**src/rtl/lsu_pkg.sv**
```systemverilog
// lsu_pkg: size codes, FSM encoding and alignment rule shared by the load/store unit.
package lsu_pkg;

  typedef enum logic [1:0] {
    SZ_BYTE = 2'b00,
    SZ_HALF = 2'b01,
    SZ_WORD = 2'b10,
    SZ_ILL  = 2'b11
  } size_e;

  typedef enum logic [2:0] {
    IDLE,
    RD_ADDR,
    RD_DATA,
    WR,
    RESP
  } state_e;

  function automatic logic misaligned(input logic [1:0] size, input logic [1:0] lane);
    return size == SZ_ILL || (size == SZ_HALF && lane[0]) || (size == SZ_WORD && lane != 2'b00);
  endfunction

endpackage

```
**src/rtl/load_store_unit_lane.sv**
```systemverilog
// load_store_unit_lane: little-endian lane merge for sub-word stores and lane extraction with extension for loads.
module load_store_unit_lane
  import lsu_pkg::*;
(
  input  logic [31:0] word_i,
  input  logic [1:0]  lane_i,
  input  logic [1:0]  size_i,
  input  logic [31:0] wdata_i,
  input  logic        uns_i,
  output logic [31:0] merged_o,
  output logic [31:0] rdata_o
);

  logic [4:0]  sh;
  logic [31:0] mask;
  logic [15:0] ext;

  always_comb begin
    sh = size_i == SZ_BYTE ? {lane_i, 3'b000} : size_i == SZ_HALF ? {lane_i[1], 4'b0000} : 5'd0;
    mask = size_i == SZ_BYTE ? 32'h0000_00ff << sh : size_i == SZ_HALF ? 32'h0000_ffff << sh : 32'hffff_ffff;
    merged_o = (word_i & ~mask) | ((wdata_i << sh) & mask);
    ext = 16'(word_i >> sh);
    rdata_o = size_i == SZ_BYTE ? {{24{~uns_i & ext[7]}}, ext[7:0]} :
              size_i == SZ_HALF ? {{16{~uns_i & ext[15]}}, ext} : word_i;
  end

endmodule

```
**src/rtl/load_store_unit.sv**
```systemverilog
// load_store_unit: sequential byte/half/word load-store controller with read-modify-write in front of a word RAM.
module load_store_unit
  import lsu_pkg::*;
#(
  parameter int ADDR_W = 5,
  parameter int DATA_W = 32
) (
  input  logic              clk,
  input  logic              rst_n,
  input  logic              req_valid,
  output logic              req_ready,
  input  logic              req_write,
  input  logic [1:0]        req_size,
  input  logic              req_unsigned,
  input  logic [ADDR_W+1:0] req_addr,
  input  logic [DATA_W-1:0] req_wdata,
  output logic              resp_valid,
  output logic              resp_err,
  output logic [DATA_W-1:0] resp_rdata,
  output logic              ram_readWrite,
  output logic [ADDR_W-1:0] ram_address,
  output logic [DATA_W-1:0] ram_dataIN,
  input  logic [DATA_W-1:0] ram_dataOUT
);

  state_e              state_q, state_d;
  logic                write_q, uns_q, accept;
  logic [1:0]          size_q, lane_q;
  logic [DATA_W-1:0]   wdata_q, merged, ld_data;
  logic                resp_valid_q, resp_err_q, ram_rw_q;
  logic [DATA_W-1:0]   resp_rdata_q, ram_din_q;
  logic [ADDR_W-1:0]   ram_addr_q;

  load_store_unit_lane u_lane (
    .word_i  (ram_dataOUT),
    .lane_i  (lane_q),
    .size_i  (size_q),
    .wdata_i (wdata_q),
    .uns_i   (uns_q),
    .merged_o(merged),
    .rdata_o (ld_data)
  );

  assign accept = state_q == IDLE && req_valid;

  always_comb begin
    state_d = state_q == IDLE    ? (!req_valid ? IDLE :
                                    misaligned(req_size, req_addr[1:0]) ? RESP :
                                    (req_write && req_size == SZ_WORD) ? WR : RD_ADDR) :
              state_q == RD_ADDR ? RD_DATA :
              state_q == RD_DATA ? (write_q ? WR : RESP) :
              state_q == WR      ? RESP : IDLE;
  end

  // Outputs are registered from the next state so each one is valid for exactly the state it belongs to.
  always_ff @(posedge clk or negedge rst_n) begin
    if (!rst_n) begin
      state_q      <= IDLE;
      write_q      <= 1'b0;
      uns_q        <= 1'b0;
      size_q       <= 2'b00;
      lane_q       <= 2'b00;
      wdata_q      <= '0;
      resp_valid_q <= 1'b0;
      resp_err_q   <= 1'b0;
      resp_rdata_q <= '0;
      ram_rw_q     <= 1'b0;
      ram_addr_q   <= '0;
      ram_din_q    <= '0;
    end else begin
      state_q <= state_d;
      if (accept) begin
        write_q <= req_write;
        uns_q   <= req_unsigned;
        size_q  <= req_size;
        lane_q  <= req_addr[1:0];
        wdata_q <= req_wdata;
      end
      ram_addr_q   <= state_d == IDLE ? '0 : accept ? req_addr[ADDR_W+1:2] : ram_addr_q;
      ram_rw_q     <= state_d == WR;
      ram_din_q    <= state_d != WR ? '0 : accept ? req_wdata : merged;
      resp_valid_q <= state_d == RESP;
      resp_err_q   <= state_d == RESP && accept;
      resp_rdata_q <= (state_q == RD_DATA && !write_q) ? ld_data : '0;
    end
  end

  assign req_ready     = state_q == IDLE && rst_n;
  assign resp_valid    = resp_valid_q;
  assign resp_err      = resp_err_q;
  assign resp_rdata    = resp_rdata_q;
  assign ram_readWrite = ram_rw_q;
  assign ram_address   = ram_addr_q;
  assign ram_dataIN    = ram_din_q;

endmodule

```
**config.mk**
```make
export PLATFORM = sky130hd
export DESIGN_NAME = load_store_unit
export DESIGN_NICKNAME = d
export VERILOG_FILES = /design/src/rtl/lsu_pkg.sv /design/src/rtl/load_store_unit_lane.sv /design/src/rtl/load_store_unit.sv
export SDC_FILE = /design/constraint.sdc
export NUM_CORES = 1
export LEC_CHECK = 0
export BUFFER_PORTS_ARGS = -buffer_cell sky130_fd_sc_hd__buf_2
export CELL_PAD_IN_SITES_DETAIL_PLACEMENT = 0
export CELL_PAD_IN_SITES_GLOBAL_PLACEMENT = 1
export CORE_MARGIN = 3
export CORE_UTILIZATION = 41
export CTS_BUF_LIST = sky130_fd_sc_hd__clkbuf_2 sky130_fd_sc_hd__clkbuf_4 sky130_fd_sc_hd__clkbuf_8
export DETAILED_ROUTE_END_ITERATION = 10
export GPL_ROUTABILITY_DRIVEN = 0
export HOLD_SLACK_MARGIN = 0.15
export PLACE_DENSITY = 0.95
export SLEW_MARGIN = 20
export SYNTH_ARGS = -nofsm -noshare
export SYNTH_HDL_FRONTEND = slang
export SYNTH_SLANG_ARGS = --single-unit
export TNS_END_PERCENT = 30
```
**constraint.sdc**
```tcl
create_clock -name clk -period 4.2 [get_ports clk]
set_input_delay 0 -clock clk [delete_from_list [all_inputs] [get_ports clk]]
set_output_delay 0 -clock clk [all_outputs]
set_load 0.03 [all_outputs]
```
==> summary.md <==
| Metric | Value |
|---|---|
| Status | `complete, no violations` |
| Final setup fails | `0` |
| DRT iter0 DRCs | `527` |
| Die height | `122 um` |
| Setup TNS Final | `0 ps` |
| Post-Syn Area per Cell | `9.33 um2` |
| CP Cell Sequence | `nand2b_1 -> a21oi_1 -> a41oi_4 -> nor3_1` |
| Hold/Removal Path Class | `in2reg` |
| Initial antenna violation count | `0` |
| Fmax | `0.334 GHz` |
| H-tree depth | `4` |
| XOR/XNOR share of the synthesized area | `0%` |
| First-pass GRT wire length | `27.5 mm` |
| CTS tree | `yes` |
| Mux share of post-synthesis cell area | `0.181%` |
| Congestion Overflow GR | `0` |
| WHS Path Cells | `5` |
| Clock Pin Slew Worst Setup and Hold Paths | `70 ps` |
| Critical setup path kind | `reg2reg` |
| Die area | `14,900 um2` |
| CTS Buffer Depth | `2` |
| Nets | `882` |
| Area growth, synth to finish | `36.6%` |
| Final WL | `17.7 mm` |
| Hold Startpoint | `req_valid` |
| Worst Path Max Fanout | `26` |
| Commonest register cell after synthesis | `dfrtp_1` |
| Clock Skews | `11.1 ps` |
| Synth Cell Area | `5520 um2` |
| Vias in the first global route | `5,372` |
| YS warnings | `0` |
| Worst Path Arrival | `3260 ps` |
| I/O Pins | `151` |
| Largest stage delay on the critical path | `910 ps` |
| Wirelength per Cell | `17.9 um` |
| Final hold viol count | `0` |
| Max Slew Vio Count | `0` |
| Hold WS | `213 ps` |
| Async set or reset register ratio after synthesis | `100%` |
| Pre-Repair DR Iteration Count | `5` |
| Latest clock arrival within the worst-skew pair | `440 ps` |
| FF-to-FF End | `resp_rdata[8]` |
| # rows | `41` |
| Minimum clock period | `2990 ps` |
| Slew HR | `29.7%` |
| Drt drc | `0` |
| Sink of the worst hold path | `wdata_q[6]` |
| Clk sinks | `113` |
| Simple-Gate Fraction of Synth Area | `25.5%` |
| Layout cell share with drive strength beyond 1 | `27.5%` |
| Largest net degree at the start of global routing | `64` |
| Post-route antenna net violation count | `0` |
| Yosys reg bits | `113` |
| ANT cells | `0` |
| Global Route Usage Sum | `24.0%` |
| Req. time, crit path | `4470 ps` |
| DR vias | `5,393` |
| Number of synthesized flops with an enable pin | `0` |
| Starting Density | `42.9%` |
| Post-synthesis compound-gate area fraction | `17.7%` |
| Via-to-Cell Ratio | `5.46` |
| Die width | `122 um` |
| FF-to-FF path depth | `4` |
| Synth Instances | `592` |
| RSZ-0062 raised after global routing | `no` |
| CP Launch Type | `flip-flop` |
| Syn nets | `670` |
| TritonCTS buffer count | `17` |
| Final worst-path cycle share | `71.2%` |
| P_leak | `0.00378 uW` |
| Slowest CP cell | `a41oi_4` |
| Filler cell count | `1,067` |
| Root Buffer | `clkbuf_8` |
| Detailed-placement wirelength estimate | `11.8 mm` |
| Combinational family with the most area after synthesis | `simple AND/OR/NAND/NOR gates` |
| R2R setup slack | `1210 ps` |
| Adder-Cell Fraction of Synth Area | `0%` |
| Tightest Pin Transition | `1050 ps` |
| Input/output buffers | `150` |
| Max Cap Violations | `0` |
| VDD IR-drop max | `0.336 mV` |
| Library cells used by synthesis | `53` |
| R2R Path Start | `size_q[0]` |
| Core area | `12,900 um2` |
| Seq/Total Area, Yosys | `51.2%` |
| Crit path capture type | `flip-flop` |
| PwrDens | `670 nW/um2` |
[layout make-up]
cell class	instances	area (um2)	area share, %
Clock buffer	23	292	3.86
Clock inverter	7	85.1	1.13
Inverter	12	45.0	0.597
Multi-Input combinational cell	418	2420	32.0
Sequential cell	113	2830	37.5
Tap cell	172	215	2.85
Timing Repair Buffer	242	1660	22.0
[repair_timing]
item | in CTS | in global routing
setup buffers | 0 | 0
hold buffers | 83 | 0
gates resized for setup | 0 | 0
endpoints found under the hold margin | 167 | 0
[where the power goes]
group,leakage [uW],total (uW),internal (uW),switching [uW]
sequential,0.00150,1700,1400,300
clock,0.000203,991,572,419
combinational,0.00207,2370,813,1550
[per-layer routing]
layer  global-route usage [%]  vias up  share of wire, %
li1                         -     2501                 -
met1                     30.7     2603                42
met2                     39.8      259                48
met3                     6.13       30               7.9
met4                     8.12        0               2.0
met5                        0        -                 0
[stage by stage]
step / total power, uW / utilization (%) / cell area (um2) / std cells / setup slack, ps
6_report: 5060 / 58.6 / 7540 / 987 / 1210
4_1_cts: 5040 / 58.6 / 7540 / 987 / 1260
3_3_place_gp: 3880 / 49.1 / 6330 / 874 / 1450
2_1_floorplan: 3420 / - / 5520 / 592 / 2450
5_1_grt: 5380 / 58.6 / 7540 / 987 / 988
3_5_place_dp: 3970 / 49.1 / 6330 / 874 / 1280
[kinds of logic (layout without fill, tap and decap cells)]
family	after synthesis	in the layout
flops	113	113
simple gates	274	274
compound gates	143	143
mux	1	1
buf+inv	61	284
[layout by cell type (no fill, tap or decap), types with 10 or more instances in the layout]
cell and instances:
nand3_1 32, or3_1 14, nand2b_1 24, clkbuf_8 19
nand2_1 129, nor3_2 20, inv_1 12, o21ai_0 13
buf_2 149, buf_4 10, a21oi_1 37, a31oi_1 31
dlygate4sd3_1 82, dfrtp_1 112, nor2_1 23
[registers in the layout (all words and copies together), names as in the netlist]
| register | cells |
|---|---|
| state_q | 3 |
| lane_q | 2 |
| size_q | 2 |
| ram_address | 5 |
| wdata_q | 32 |
| uns_q | 1 |
| ram_readWrite | 1 |
| resp_valid | 1 |
| resp_rdata | 32 |
| resp_err | 1 |
| ram_dataIN | 32 |
| write_q | 1 |
[worst max-delay path: cells and delay by family, from the launching register on]
family / cells / cell delay [ps]
AO/OA/AOI/OAI: 2 / 1170
flip-flops: 1 / 870
AND/OR/NAND/NOR: 2 / 770
[synthesized netlist by cell type (2+ instances only)]
library cell	instances	share of area [%]
nand3b_1	2	0.27
buf_2	15	1.4
nor3_1	6	0.54
o221ai_1	7	1.1
nand2b_1	24	2.7
clkbuf_1	21	1.4
or3_1	14	1.6
or2_2	2	0.23
dfrtp_1	113	51
or4_1	7	0.95
o21ai_0	13	1.2
buf_1	5	0.34
nor3_2	20	3.6
a21o_1	9	1.2
a21oi_1	37	3.4
o21ai_1	6	0.54
buf_4	3	0.41
o211ai_1	9	1.2
a221o_1	7	1.3
nand2_1	130	8.8
nor2b_1	4	0.45
buf_6	5	1.0
a31oi_1	31	3.5
inv_1	12	0.82
nand3_1	32	2.9
o32ai_1	2	0.32
nor2_1	23	1.6
a2bb2oi_1	8	1.3
[how the worst max path moves through the flow]
stage | to | start | depth (start not counted)
finish | resp_rdata[8] | size_q[0] | 4
global route | resp_rdata[31] | size_q[0] | 4
CTS | resp_rdata[8] | size_q[0] | 4
detailed placement | resp_rdata[8] | size_q[0] | 4
global placement | resp_rdata[31] | size_q[0] | 4
floorplan | resp_rdata[12] | size_q[0] | 6
No activity file was read; power rests on OpenSTA's default activity.
